File: config.mk
export PLATFORM = sky130hd
export DESIGN_NAME = moment_sweep
export DESIGN_NICKNAME = d
export VERILOG_FILES = /design/src/rtl/lbm_pkg.sv /design/src/rtl/moment_accum.sv /design/src/rtl/moment_sweep.sv
export SDC_FILE = /design/constraint.sdc
export NUM_CORES = 1
export LEC_CHECK = 0
export ABC_AREA = 1
export BUFFER_PORTS_ARGS = -buffer_cell sky130_fd_sc_hd__buf_2
export CAP_MARGIN = 30
export CORE_ASPECT_RATIO = 0.9
export CORE_MARGIN = 2
export CORE_UTILIZATION = 50
export CTS_BUF_LIST = sky130_fd_sc_hd__clkbuf_2
export DETAILED_ROUTE_END_ITERATION = 7
export HOLD_SLACK_MARGIN = 0.02
export MAX_ROUTING_LAYER = met4
export PLACE_DENSITY = 0.69
export SYNTH_ARGS = -nofsm -noshare
export SYNTH_HDL_FRONTEND = slang
export SYNTH_SLANG_ARGS = --single-unit
export TNS_END_PERCENT = 30
File: constraint.sdc
create_clock -name Clk -period 5.78 [get_ports Clk]
set_input_delay 0.867 -clock Clk [delete_from_list [all_inputs] [get_ports Clk]]
set_output_delay 0.867 -clock Clk [all_outputs]
set_load 0.05 [all_outputs]
File: src/rtl/lbm_pkg.sv
// Shared D2Q9 lattice definitions: velocity set, sweep FSM states, accumulator ops.
package lbm_pkg;

    localparam int unsigned Q       = 9;
    localparam int unsigned DIR_W   = 4;
    localparam int unsigned GUARD_W = 4;

    // Lattice velocity components per direction 0..8.
    localparam logic signed [1:0] EX [Q] = '{2'sd0, 2'sd1, 2'sd0, -2'sd1, 2'sd0,
                                             2'sd1, -2'sd1, -2'sd1, 2'sd1};
    localparam logic signed [1:0] EY [Q] = '{2'sd0, 2'sd0, 2'sd1, 2'sd0, -2'sd1,
                                             2'sd1, 2'sd1, -2'sd1, -2'sd1};

    typedef enum logic [2:0] {IDLE, ISSUE, DRAIN, WRITE, DONE} sweep_state_t;

    typedef enum logic [1:0] {OP_HOLD, OP_ADD, OP_SUB} acc_op_t;

    // Map a velocity component to the accumulator operation it implies.
    function automatic acc_op_t vel_op(input logic signed [1:0] e);
        acc_op_t op;
        op = OP_HOLD;
        if (e == 2'sd1) begin
            op = OP_ADD;
        end else if (e == -2'sd1) begin
            op = OP_SUB;
        end
        return op;
    endfunction

endpackage

File: src/rtl/moment_accum.sv
// One signed moment accumulator lane with guard bits and output saturation.
//  clk, reset : clock, synchronous active-high reset
//  clr        : clear the accumulator (takes priority over op)
//  op         : add / subtract / hold din
//  din        : signed population sample
//  res_c      : saturated view of the accumulator's next value
//  ovf_c      : res_c was clamped
module moment_accum
    import lbm_pkg::*;
#(
    parameter int unsigned DATA_WIDTH = 32
) (
    input  logic                         clk,
    input  logic                         reset,
    input  logic                         clr,
    input  acc_op_t                      op,
    input  logic signed [DATA_WIDTH-1:0] din,
    output logic signed [DATA_WIDTH-1:0] res_c,
    output logic                         ovf_c
);

    localparam int unsigned AW = DATA_WIDTH + GUARD_W;

    logic signed [AW-1:0] acc_q;
    logic signed [AW-1:0] acc_d;
    logic signed [AW-1:0] din_ext;
    logic [GUARD_W:0]     top_bits;
    logic                 in_range;

    always_comb begin
        din_ext = {{GUARD_W{din[DATA_WIDTH-1]}}, din};
        acc_d   = acc_q;
        if (clr) begin
            acc_d = '0;
        end else begin
            case (op)
                OP_ADD:  acc_d = acc_q + din_ext;
                OP_SUB:  acc_d = acc_q - din_ext;
                default: acc_d = acc_q;
            endcase
        end
    end

    // In range when the guard bits plus the result sign bit all agree.
    always_comb begin
        top_bits = acc_d[AW-1:DATA_WIDTH-1];
        in_range = (&top_bits) | ~(|top_bits);
        ovf_c    = ~in_range;
        if (in_range) begin
            res_c = acc_d[DATA_WIDTH-1:0];
        end else if (acc_d[AW-1]) begin
            res_c = {1'b1, {(DATA_WIDTH-1){1'b0}}};
        end else begin
            res_c = {1'b0, {(DATA_WIDTH-1){1'b1}}};
        end
    end

    always_ff @(posedge clk) begin
        if (reset) begin
            acc_q <= '0;
        end else begin
            acc_q <= acc_d;
        end
    end

endmodule

File: src/rtl/moment_sweep.sv
// D2Q9 moment extraction: sweeps all lattice nodes, reads f0..f8 from the
// population RAM and writes saturated rho/jx/jy to the moment RAMs.
//  Clk, Reset : clock, synchronous active-high reset
//  start      : begin a sweep when idle
//  busy/done  : sweep in progress / one-cycle completion pulse
//  sat        : sticky saturation flag for the current sweep
//  pop_addr   : {dir, node} read address, pop_data returns one cycle later
//  mom_addr, mom_we, rho_out, jx_out, jy_out : moment RAM write port
module moment_sweep
    import lbm_pkg::*;
#(
    parameter int unsigned NX            = 16,
    parameter int unsigned NY            = 16,
    parameter int unsigned DEPTH         = NX * NY,
    parameter int unsigned ADDRESS_WIDTH = $clog2(DEPTH),
    parameter int unsigned DATA_WIDTH    = 32
) (
    input  logic                             Clk,
    input  logic                             Reset,
    input  logic                             start,
    output logic                             busy,
    output logic                             done,
    output logic                             sat,
    output logic [DIR_W+ADDRESS_WIDTH-1:0]   pop_addr,
    input  logic signed [DATA_WIDTH-1:0]     pop_data,
    output logic [ADDRESS_WIDTH-1:0]         mom_addr,
    output logic                             mom_we,
    output logic signed [DATA_WIDTH-1:0]     rho_out,
    output logic signed [DATA_WIDTH-1:0]     jx_out,
    output logic signed [DATA_WIDTH-1:0]     jy_out
);

    localparam logic [DIR_W-1:0]         LAST_DIR  = DIR_W'(Q - 1);
    localparam logic [ADDRESS_WIDTH-1:0] LAST_NODE = ADDRESS_WIDTH'(DEPTH - 1);

    sweep_state_t                     state_q, state_d;
    logic [ADDRESS_WIDTH-1:0]         node_q, node_d, node_inc;
    logic [DIR_W-1:0]                 dir_q, dir_d, dir_inc;
    logic [DIR_W-1:0]                 dir_dly_q, dir_dly_d;
    logic                             vld_dly_q, vld_dly_d;
    logic [DIR_W+ADDRESS_WIDTH-1:0]   pop_addr_q, pop_addr_d;
    logic [ADDRESS_WIDTH-1:0]         mom_addr_q, mom_addr_d;
    logic                             mom_we_q, mom_we_d;
    logic signed [DATA_WIDTH-1:0]     rho_q, rho_d, jx_q, jx_d, jy_q, jy_d;
    logic                             busy_q, busy_d, done_q, done_d, sat_q, sat_d;

    logic                             acc_clr_c;
    acc_op_t                          rho_op_c, jx_op_c, jy_op_c;
    logic signed [DATA_WIDTH-1:0]     rho_res_c, jx_res_c, jy_res_c;
    logic                             rho_ovf_c, jx_ovf_c, jy_ovf_c;

    // Delayed dir tags pop_data with the direction it was issued for.
    always_comb begin
        acc_clr_c = (state_q == IDLE) || (state_q == WRITE);
        rho_op_c  = OP_HOLD;
        jx_op_c   = OP_HOLD;
        jy_op_c   = OP_HOLD;
        if (vld_dly_q) begin
            rho_op_c = OP_ADD;
            jx_op_c  = vel_op(EX[dir_dly_q]);
            jy_op_c  = vel_op(EY[dir_dly_q]);
        end
    end

    moment_accum #(.DATA_WIDTH(DATA_WIDTH)) u_rho (
        .clk(Clk), .reset(Reset), .clr(acc_clr_c), .op(rho_op_c),
        .din(pop_data), .res_c(rho_res_c), .ovf_c(rho_ovf_c)
    );
    moment_accum #(.DATA_WIDTH(DATA_WIDTH)) u_jx (
        .clk(Clk), .reset(Reset), .clr(acc_clr_c), .op(jx_op_c),
        .din(pop_data), .res_c(jx_res_c), .ovf_c(jx_ovf_c)
    );
    moment_accum #(.DATA_WIDTH(DATA_WIDTH)) u_jy (
        .clk(Clk), .reset(Reset), .clr(acc_clr_c), .op(jy_op_c),
        .din(pop_data), .res_c(jy_res_c), .ovf_c(jy_ovf_c)
    );

    // Next-state and registered-output logic. Outputs are loaded one state
    // early so they are valid in the state that owns them; the DRAIN cycle
    // folds in f8 and the sums land on the outputs for WRITE.
    always_comb begin
        state_d    = state_q;
        node_d     = node_q;
        dir_d      = dir_q;
        pop_addr_d = pop_addr_q;
        mom_addr_d = mom_addr_q;
        mom_we_d   = 1'b0;
        rho_d      = rho_q;
        jx_d       = jx_q;
        jy_d       = jy_q;
        busy_d     = busy_q;
        done_d     = 1'b0;
        sat_d      = sat_q;
        dir_dly_d  = dir_q;
        vld_dly_d  = (state_q == ISSUE);
        dir_inc    = dir_q + DIR_W'(1);
        node_inc   = node_q + ADDRESS_WIDTH'(1);

        case (state_q)
            IDLE: begin
                if (start) begin
                    state_d    = ISSUE;
                    node_d     = '0;
                    dir_d      = '0;
                    sat_d      = 1'b0;
                    busy_d     = 1'b1;
                    pop_addr_d = '0;
                end
            end
            ISSUE: begin
                if (dir_q == LAST_DIR) begin
                    state_d = DRAIN;
                end else begin
                    dir_d      = dir_inc;
                    pop_addr_d = {dir_inc, node_q};
                end
            end
            DRAIN: begin
                state_d    = WRITE;
                mom_we_d   = 1'b1;
                mom_addr_d = node_q;
                rho_d      = rho_res_c;
                jx_d       = jx_res_c;
                jy_d       = jy_res_c;
                sat_d      = sat_q | rho_ovf_c | jx_ovf_c | jy_ovf_c;
            end
            WRITE: begin
                if (node_q == LAST_NODE) begin
                    state_d = DONE;
                    busy_d  = 1'b0;
                    done_d  = 1'b1;
                end else begin
                    state_d    = ISSUE;
                    node_d     = node_inc;
                    dir_d      = '0;
                    pop_addr_d = {DIR_W'(0), node_inc};
                end
            end
            DONE: begin
                state_d = IDLE;
            end
            default: begin
                state_d = IDLE;
                busy_d  = 1'b0;
            end
        endcase
    end

    always_ff @(posedge Clk) begin
        if (Reset) begin
            state_q    <= IDLE;
            node_q     <= '0;
            dir_q      <= '0;
            dir_dly_q  <= '0;
            vld_dly_q  <= 1'b0;
            pop_addr_q <= '0;
            mom_addr_q <= '0;
            mom_we_q   <= 1'b0;
            rho_q      <= '0;
            jx_q       <= '0;
            jy_q       <= '0;
            busy_q     <= 1'b0;
            done_q     <= 1'b0;
            sat_q      <= 1'b0;
        end else begin
            state_q    <= state_d;
            node_q     <= node_d;
            dir_q      <= dir_d;
            dir_dly_q  <= dir_dly_d;
            vld_dly_q  <= vld_dly_d;
            pop_addr_q <= pop_addr_d;
            mom_addr_q <= mom_addr_d;
            mom_we_q   <= mom_we_d;
            rho_q      <= rho_d;
            jx_q       <= jx_d;
            jy_q       <= jy_d;
            busy_q     <= busy_d;
            done_q     <= done_d;
            sat_q      <= sat_d;
        end
    end

    assign busy     = busy_q;
    assign done     = done_q;
    assign sat      = sat_q;
    assign pop_addr = pop_addr_q;
    assign mom_addr = mom_addr_q;
    assign mom_we   = mom_we_q;
    assign rho_out  = rho_q;
    assign jx_out   = jx_q;
    assign jy_out   = jy_q;

endmodule
* Yosys cells after proc, flatten, opt, wreduce, memory -nomap -nowiden
Memories as Yosys holds them, arrays and structs flattened.
Cells that the tools add are included.
Widths: inputs -> output; s select.
** Word-level totals
- Register bits :: 248
- Bits in latches :: 0
- Memory bits (writable) :: 0
- ROM bits :: 64
- Logic and storage cells :: 127
- Memories :: 2
** Operators by class
- Add/subtract/negate cells :: 8
- $mul :: 0
- Div/mod/pow operators :: 0
- Magnitude comparators :: 1
- Equal/unequal tests :: 21
- Shifts and indexed selects :: 0
- Mux-type cells :: 45
- Bitwise gates (word level) :: 15
- Reduce and logical (&&, ||, !) cells :: 18
** Memory list
- (no name shown) :: depth 16, width 2, rd ports 1, clocked after memory_dff 0, write ports 0, line moment_sweep.sv:61 : jy_op_c = vel_op(EY[dir_dly_q]);
- (no name shown) :: depth 16, width 2, rd ports 1, clocked after memory_dff 0, write ports 0, line moment_sweep.sv:60 : jx_op_c = vel_op(EX[dir_dly_q]);
** Operator list (number)
- $pmux 36 s2 :: 3
- $mux 32 :: 6
- $add 36x32->36 :: 3
- $mux 36 :: 3
- $sub 36x32->36 :: 3
- $mux 12 :: 3
- $pmux 12 s3 :: 1
- $mux 2 :: 10
- $mux 8 :: 2
- $pmux 8 s2 :: 1
- $reduce_and 5->1 :: 3
- $reduce_or 5->1 :: 3
- $mux 4 :: 3
- $pmux 3 s4 :: 1
- $pmux 4 s3 :: 1
- $mux 3 :: 3
- $add 8x1->8 const B :: 1
- $eq 2x1->1 const B :: 4
- $eq 2x2->1 const B :: 4
- $eq 8x8->1 const B :: 1
- $not 1->1 :: 8
- $eq 3x2->1 const B :: 2
- $mux 1 :: 6
- $ne 2x2->1 const B :: 3
- other kinds (21) :: 30

* Depth between registers and ports, before layout
- Depth in word-level cells :: 18
- Gate-level depth with buffers :: 36
- Mapped depth without buffers :: 36

* Modules after synthesis
A second synthesis with hierarchy kept.
** Second synthesis, totals
- Cells, all modules :: 3511
- Area, all modules :: 20967.6 µm²
** By module, submodules not included
- moment_accum (u_jx ...) :: times used 2, cells an instance 933, area an instance 5237.5 µm², sequential area each 720.7 µm²
- moment_sweep :: times used 1, cells an instance 695, area an instance 5288.8 µm², sequential area each 2802.7 µm²
- moment_accum (u_rho) :: times used 1, cells an instance 950, area an instance 5203.7 µm², sequential area each 720.7 µm²

* Worst setup path after synthesis
OpenSTA, ideal clock, no wires.
- Path kind :: input to register
- Start point :: input pop_data[1]
- End point :: register jx_q[23] (netlist: jx_out[23])
- Library setup time :: 122 ps
- Data arrival time :: 4393 ps
- Data required time :: 5658 ps
- Slack :: 1265 ps
- Stages on the path :: 32
- Path through :: inv_1 -> ha_1 -> nand2_1 -> nor2_4 -> nand4_2 -> nor2_1 -> nand2_1 -> nor2_2 -> nand2_1 -> nor2_1 -> nand2_1 -> nor2_2 -> inv_1 -> nor2_1 -> xor2_1 -> nand2_1 -> o21ai_0 -> ha_1 -> nand2_1 -> inv_1 -> nand2_1 -> nand2_1 -> o21bai_1 -> a21oi_1 -> nand3_1 -> nand2_1 -> nand2_1 -> nand2_1 -> nand3_2 -> a21oi_4 -> buf_6 -> a21oi_2
** Between the ends
- Cells in the longest elaborated chain, start to end :: 7
- Elaborated cells on any way between the ends :: 10
- Classes of those cells :: add/sub (2); mux (4); bitwise (2); reduce/logical (2)
** Ends and longest elaborated chain
- start: declaration :: line moment_sweep.sv:25 : input logic signed [DATA_WIDTH-1:0] pop_data,
- $sub 36x32->36 or $add 36x32->36 (tied branches) :: line moment_accum.sv:38, moment_accum.sv:37
- $pmux 36 s2 * :: line moment_accum.sv:36 : case (op)
- $mux 36 * :: line moment_accum.sv:33 : if (clr) begin
- $reduce_or 5->1 :: line moment_accum.sv:47 : in_range = (&top_bits) | ~(|top_bits);
- $not 1->1 :: line moment_accum.sv:47
- $or 1x1->1 :: line moment_accum.sv:47
- $mux 32 * :: line moment_accum.sv:49 : if (in_range) begin
- end signal: assignment :: line moment_sweep.sv:175 : jx_q <= jx_d;
- end: declaration :: line moment_sweep.sv:44 : logic signed [DATA_WIDTH-1:0] rho_q, rho_d, jx_q, jx_d, jy_q, jy_d;
Mark *: on every way between the ends. The rest lies on a longest branch, timed or not.
A chain may end at the register's enable or synchronous reset.

* Worst setup path in the final report
- Start point :: register dir_dly_q[0]
- End point :: register jx_q[0] (netlist: jx_out[0])
** Between the ends
- Cells in the longest elaborated chain, start to end :: 15
- Elaborated cells on any way between the ends :: 19
- Classes of those cells :: eq/ne (4); mux (9); bitwise (3); reduce/logical (2); memory (1)
** Ends and longest elaborated chain
- start: declaration :: line moment_sweep.sv:39 : logic [DIR_W-1:0] dir_dly_q, dir_dly_d;
- start signal: assignment :: line moment_sweep.sv:169 : dir_dly_q <= dir_dly_d;
- $not 4->5 (implied by the code) * :: line moment_sweep.sv:60
- $mem_v2 16x2 *
- $mux 2 (implied by the code) * (2 in a row) :: line moment_sweep.sv:60
- $eq 2x1->1 :: line lbm_pkg.sv:24 : end else if (e == -2'sd1) begin
- $mux 2 :: line lbm_pkg.sv:24
- $mux 2 * :: line lbm_pkg.sv:22 : if (e == 2'sd1) begin
- $mux 2 * :: line moment_sweep.sv:58 : if (vld_dly_q) begin
- $eq 2x2->1 or $eq 2x1->1 (tied branches) :: line moment_accum.sv:36
- $pmux 36 s2 * :: line moment_accum.sv:36
- $mux 36 * :: line moment_accum.sv:33
- $reduce_or 5->1 :: line moment_accum.sv:47
- $not 1->1 :: line moment_accum.sv:47
- $or 1x1->1 :: line moment_accum.sv:47
- $mux 32 * :: line moment_accum.sv:49
Mark *: on every way between the ends. The rest lies on a longest branch, timed or not. The select of a mux whose other input is x is not followed.

==> metrics.cfg <==
[synthesis]
synth.top_cells.by_area = sky130_fd_sc_hd__dfxtp_1, sky130_fd_sc_hd__nand2_1, sky130_fd_sc_hd__nor2_1
netlist.top_cell.by_area = sky130_fd_sc_hd__dfxtp_1
avgSynthCellArea_um2 = 6.15
ys_ff_latch = 246
synth.cells.most_frequent = sky130_fd_sc_hd__nand2_1, sky130_fd_sc_hd__nor2_1, sky130_fd_sc_hd__inv_1
netlist.area_leader.share = 0.271
register_area_share_after_synthesis = 0.271
synth-async-reset-ratio = 0
synth_most_common_cell = sky130_fd_sc_hd__nand2_1
syn-instance-count = 2950
synthFlopType = sky130_fd_sc_hd__dfxtp_1
yosysWarnings = 0
post_synth_edffs = 0
postSynthNetCount = 3100
synth_cell_types = 49
mappedNetlistArea_mm2 = 0.0181

[floorplanning]
design.die.area_mm2 = 0.0378
floorplan.die.height_um = 185
rows = 66
floorplan.io_pins = 155
fp.dieW_um = 205
initial_utilization = 0.505
core_area_mm2 = 0.0359

[clocking]
numCtsBuffers = 67
clock_pin_slew_reported_for_the_worst_setup_and_hold_paths_after_clock_tree_synthesis_ps = 100
tritoncts_clock_tree = done
clock_path_buffers = 3
htree_num_levels = 3
cts_resized = 0
clock_latency_ps = 1110
cts.sink_count = 246
clockRootBuffer = sky130_fd_sc_hd__clkbuf_2
postCtsSetupBuffers = 0
quantity_of_hold_fixing_buffers_added_after_cts = 0

[sta]
post-route-worst-setup-slack_ps = 983
finalCriticalPeriod_ps = 4800
maxSlewViolCount = 0
unrepaired_setup_endpoints_after_global_routing = false
max_clock_freq_mhz = 208
hold_viol_final = 0
fin_setup_tns_ps = 0
clock-skew-final_ps = 125
tightestPinTransition_ps = 891
timing.final.crit_share = 0.830
timing.slew.headroom = 0.406
setup-violations-final = 0

[power_and_ir_drop]
report.power.total_mw = 4.77
power_leakage_nw = 10.2
peakVddDrop_mv = 0.412
power-per-cell-area_mw_per_mm2 = 240

[placed_design]
numPortBuffers = 154
post-place-ws_ps = 285
place_inst = 3496
globalplace.congestion = 0.975
place_hpwl_mm = 45.7

[setup_path]
cpMaxStageDelayCell = sky130_fd_sc_hd__o21ai_0
r2r.worst_path.cells = 23
critPathArrivalTime_ps = 5670
timing.reg2reg.setup_slack_ps = 980
worstSetupPathType = flop to flop
worstPathRequired_ps = 6650
critPathMostFrequentCell = sky130_fd_sc_hd__nand2_1
timing.critical_path.max_delay_family = simple AND/OR/NAND/NOR gates
worst_setup_end_kind = flop
crit_buf_inv = 4
r2r_start = dir_dly_q[0]
setup.worst_path.start = dir_dly_q[0]
path_cells = inv_1, ha_1, o21ai_1, nand2_2, inv_2, nand2_2, o21ai_0, ha_1, nand2_1, inv_1, a21oi_1, nand3_1, nand2_1, nand2_1, nand2_1, nand2_1, nand2_1, nand3_1, nand2_1, nand3_1, a21oi_4, buf_12, a21oi_2
critical_path.reg2reg.endpoint = jx_out[0]
startpoint_type = flop
critPathMaxFanout = 47
critical-path-max-stage-delay_ps = 580

[routing]
vias = 19273
remaining_drc_errors = 0
dr.pass1.iters = 5
drt_iter0_drc = 1519
route.antenna.remaining_nets = 0
route.final.wire_length_mm = 60.0
route.detailed.vias_per_inst = 5.33
wire_per_inst_um = 16.6

[cells_and_area]
seq_area_mm2 = 0.00493
fill_cells = 3766
final_cell_count_no_fill = 3615
layout-drive-gt1-share = 0.130
final_net_count = 3240
synthToLayoutAreaGrowth_pct = 9.64
multiInputGateArea_mm2 = 0.0114

[worst_hold_path]
hold_path.class = input pin to flop
hold_path_depth = 3
hold_end = busy
min-delay-start = start

[global_route]
grt_antenna_before_repair = 2
globalRoute.totalOverflow = 0
grt_pass1_vias = 17488
maximum_number_of_pins_on_one_net_before_global_route_repair = 73
grt_first_pass_wirelength_mm = 92.7
gr-usage-all-layers = 0.323

[flow_run]
drv.max_cap_violation_count = 0

[outcome]
outcome = finished, final reports clean

## how the worst max path moves through the flow
stage | to | slack [ps] | depth (start not counted)
floorplan | jx_out[23] | 1260 | 32
global placement | jy_out[3] | 440 | 34
detailed placement | jy_out[23] | 290 | 33
CTS | jx_out[0] | 1040 | 23
global route | jx_out[20] | 540 | 25
finish | jx_out[0] | 980 | 23
## layout by cell type, fill, tap and decap left out, types with 4 or more instances in the layout
cell type,instances
sky130_fd_sc_hd__inv_2,10
sky130_fd_sc_hd__nand3_1,149
sky130_fd_sc_hd__buf_12,4
sky130_fd_sc_hd__ha_1,112
sky130_fd_sc_hd__o211ai_1,15
sky130_fd_sc_hd__xor2_1,30
sky130_fd_sc_hd__a31oi_1,8
sky130_fd_sc_hd__nor3_1,36
sky130_fd_sc_hd__o21bai_1,18
sky130_fd_sc_hd__nand2_1,756
sky130_fd_sc_hd__a211oi_1,5
sky130_fd_sc_hd__nor4_1,20
sky130_fd_sc_hd__a21oi_1,234
sky130_fd_sc_hd__diode_2,5
sky130_fd_sc_hd__clkbuf_2,93
sky130_fd_sc_hd__nand3_2,10
sky130_fd_sc_hd__nand2_2,8
sky130_fd_sc_hd__buf_2,153
sky130_fd_sc_hd__o21ai_0,260
sky130_fd_sc_hd__nor2_2,6
sky130_fd_sc_hd__a21o_1,8
sky130_fd_sc_hd__a21oi_2,31
sky130_fd_sc_hd__dfxtp_1,245
sky130_fd_sc_hd__or2_2,45
sky130_fd_sc_hd__clkinv_2,5
sky130_fd_sc_hd__nor2_1,431
sky130_fd_sc_hd__clkinv_1,9
sky130_fd_sc_hd__inv_1,330
sky130_fd_sc_hd__nand4_1,11
sky130_fd_sc_hd__xnor2_1,24
sky130_fd_sc_hd__and2_1,5
sky130_fd_sc_hd__buf_4,22
## flip-flops by register name, indices dropped and copies added (netlist names), 4 cells and up
register,count
jy_out,32
dir_dly_q,4
u_rho.acc_q,36
u_jx.acc_q,36
u_jy.acc_q,36
rho_out,32
pop_addr,11
jx_out,32
mom_addr,8
node_q,8
## power breakdown
| part | total, mW | switching (mW) | internal, mW | leakage (nW) |
|---|---|---|---|---|
| registers | 1.89 | 0.0702 | 1.82 | 1.99 |
| logic | 1.50 | 1.16 | 0.349 | 7.75 |
| clock network | 1.37 | 0.801 | 0.570 | 0.475 |
## worst min-delay path, cell delays in order
cell and delay [ps]:
sky130_fd_sc_hd__buf_2 120, sky130_fd_sc_hd__nand2_1 90, sky130_fd_sc_hd__a21oi_1 60
## area by class of cell
type                    instances  area share
clock buffers                  93      0.0234
well taps                     476      0.0299
clock inverters                20     0.00855
diodes                          5    0.000629
inverters                     339      0.0640
repair buffers                179      0.0508
flip-flops and latches        246       0.248
multi-input cells            2257       0.575
## logic make-up after synthesis
| group | synth area share |
|---|---|
| xor gates and xnor gates | 0.0261 |
| and+or+nand+nor | 0.342 |
| DFF | 0.271 |
| AOI/OAI and AO/OA | 0.181 |
| buffers and inverters | 0.0989 |
| adders and majority gates | 0.0806 |
## metal layers
layer | GRT usage | share of wire
met5 | - | 0
met4 | 0.103 | 0.026
met3 | 0.0499 | 0.055
met2 | 0.482 | 0.43
met1 | 0.445 | 0.49
## through the flow
step	hold slack, ps	area (µm²)	util
detailed placement	456	19200	0.535
global placement	449	19200	0.535
CTS	57.6	19900	0.553
global route	74.3	19900	0.554
floorplan	441	18100	-
finish	153	19900	0.554
(Power assumes the default switching activity.)
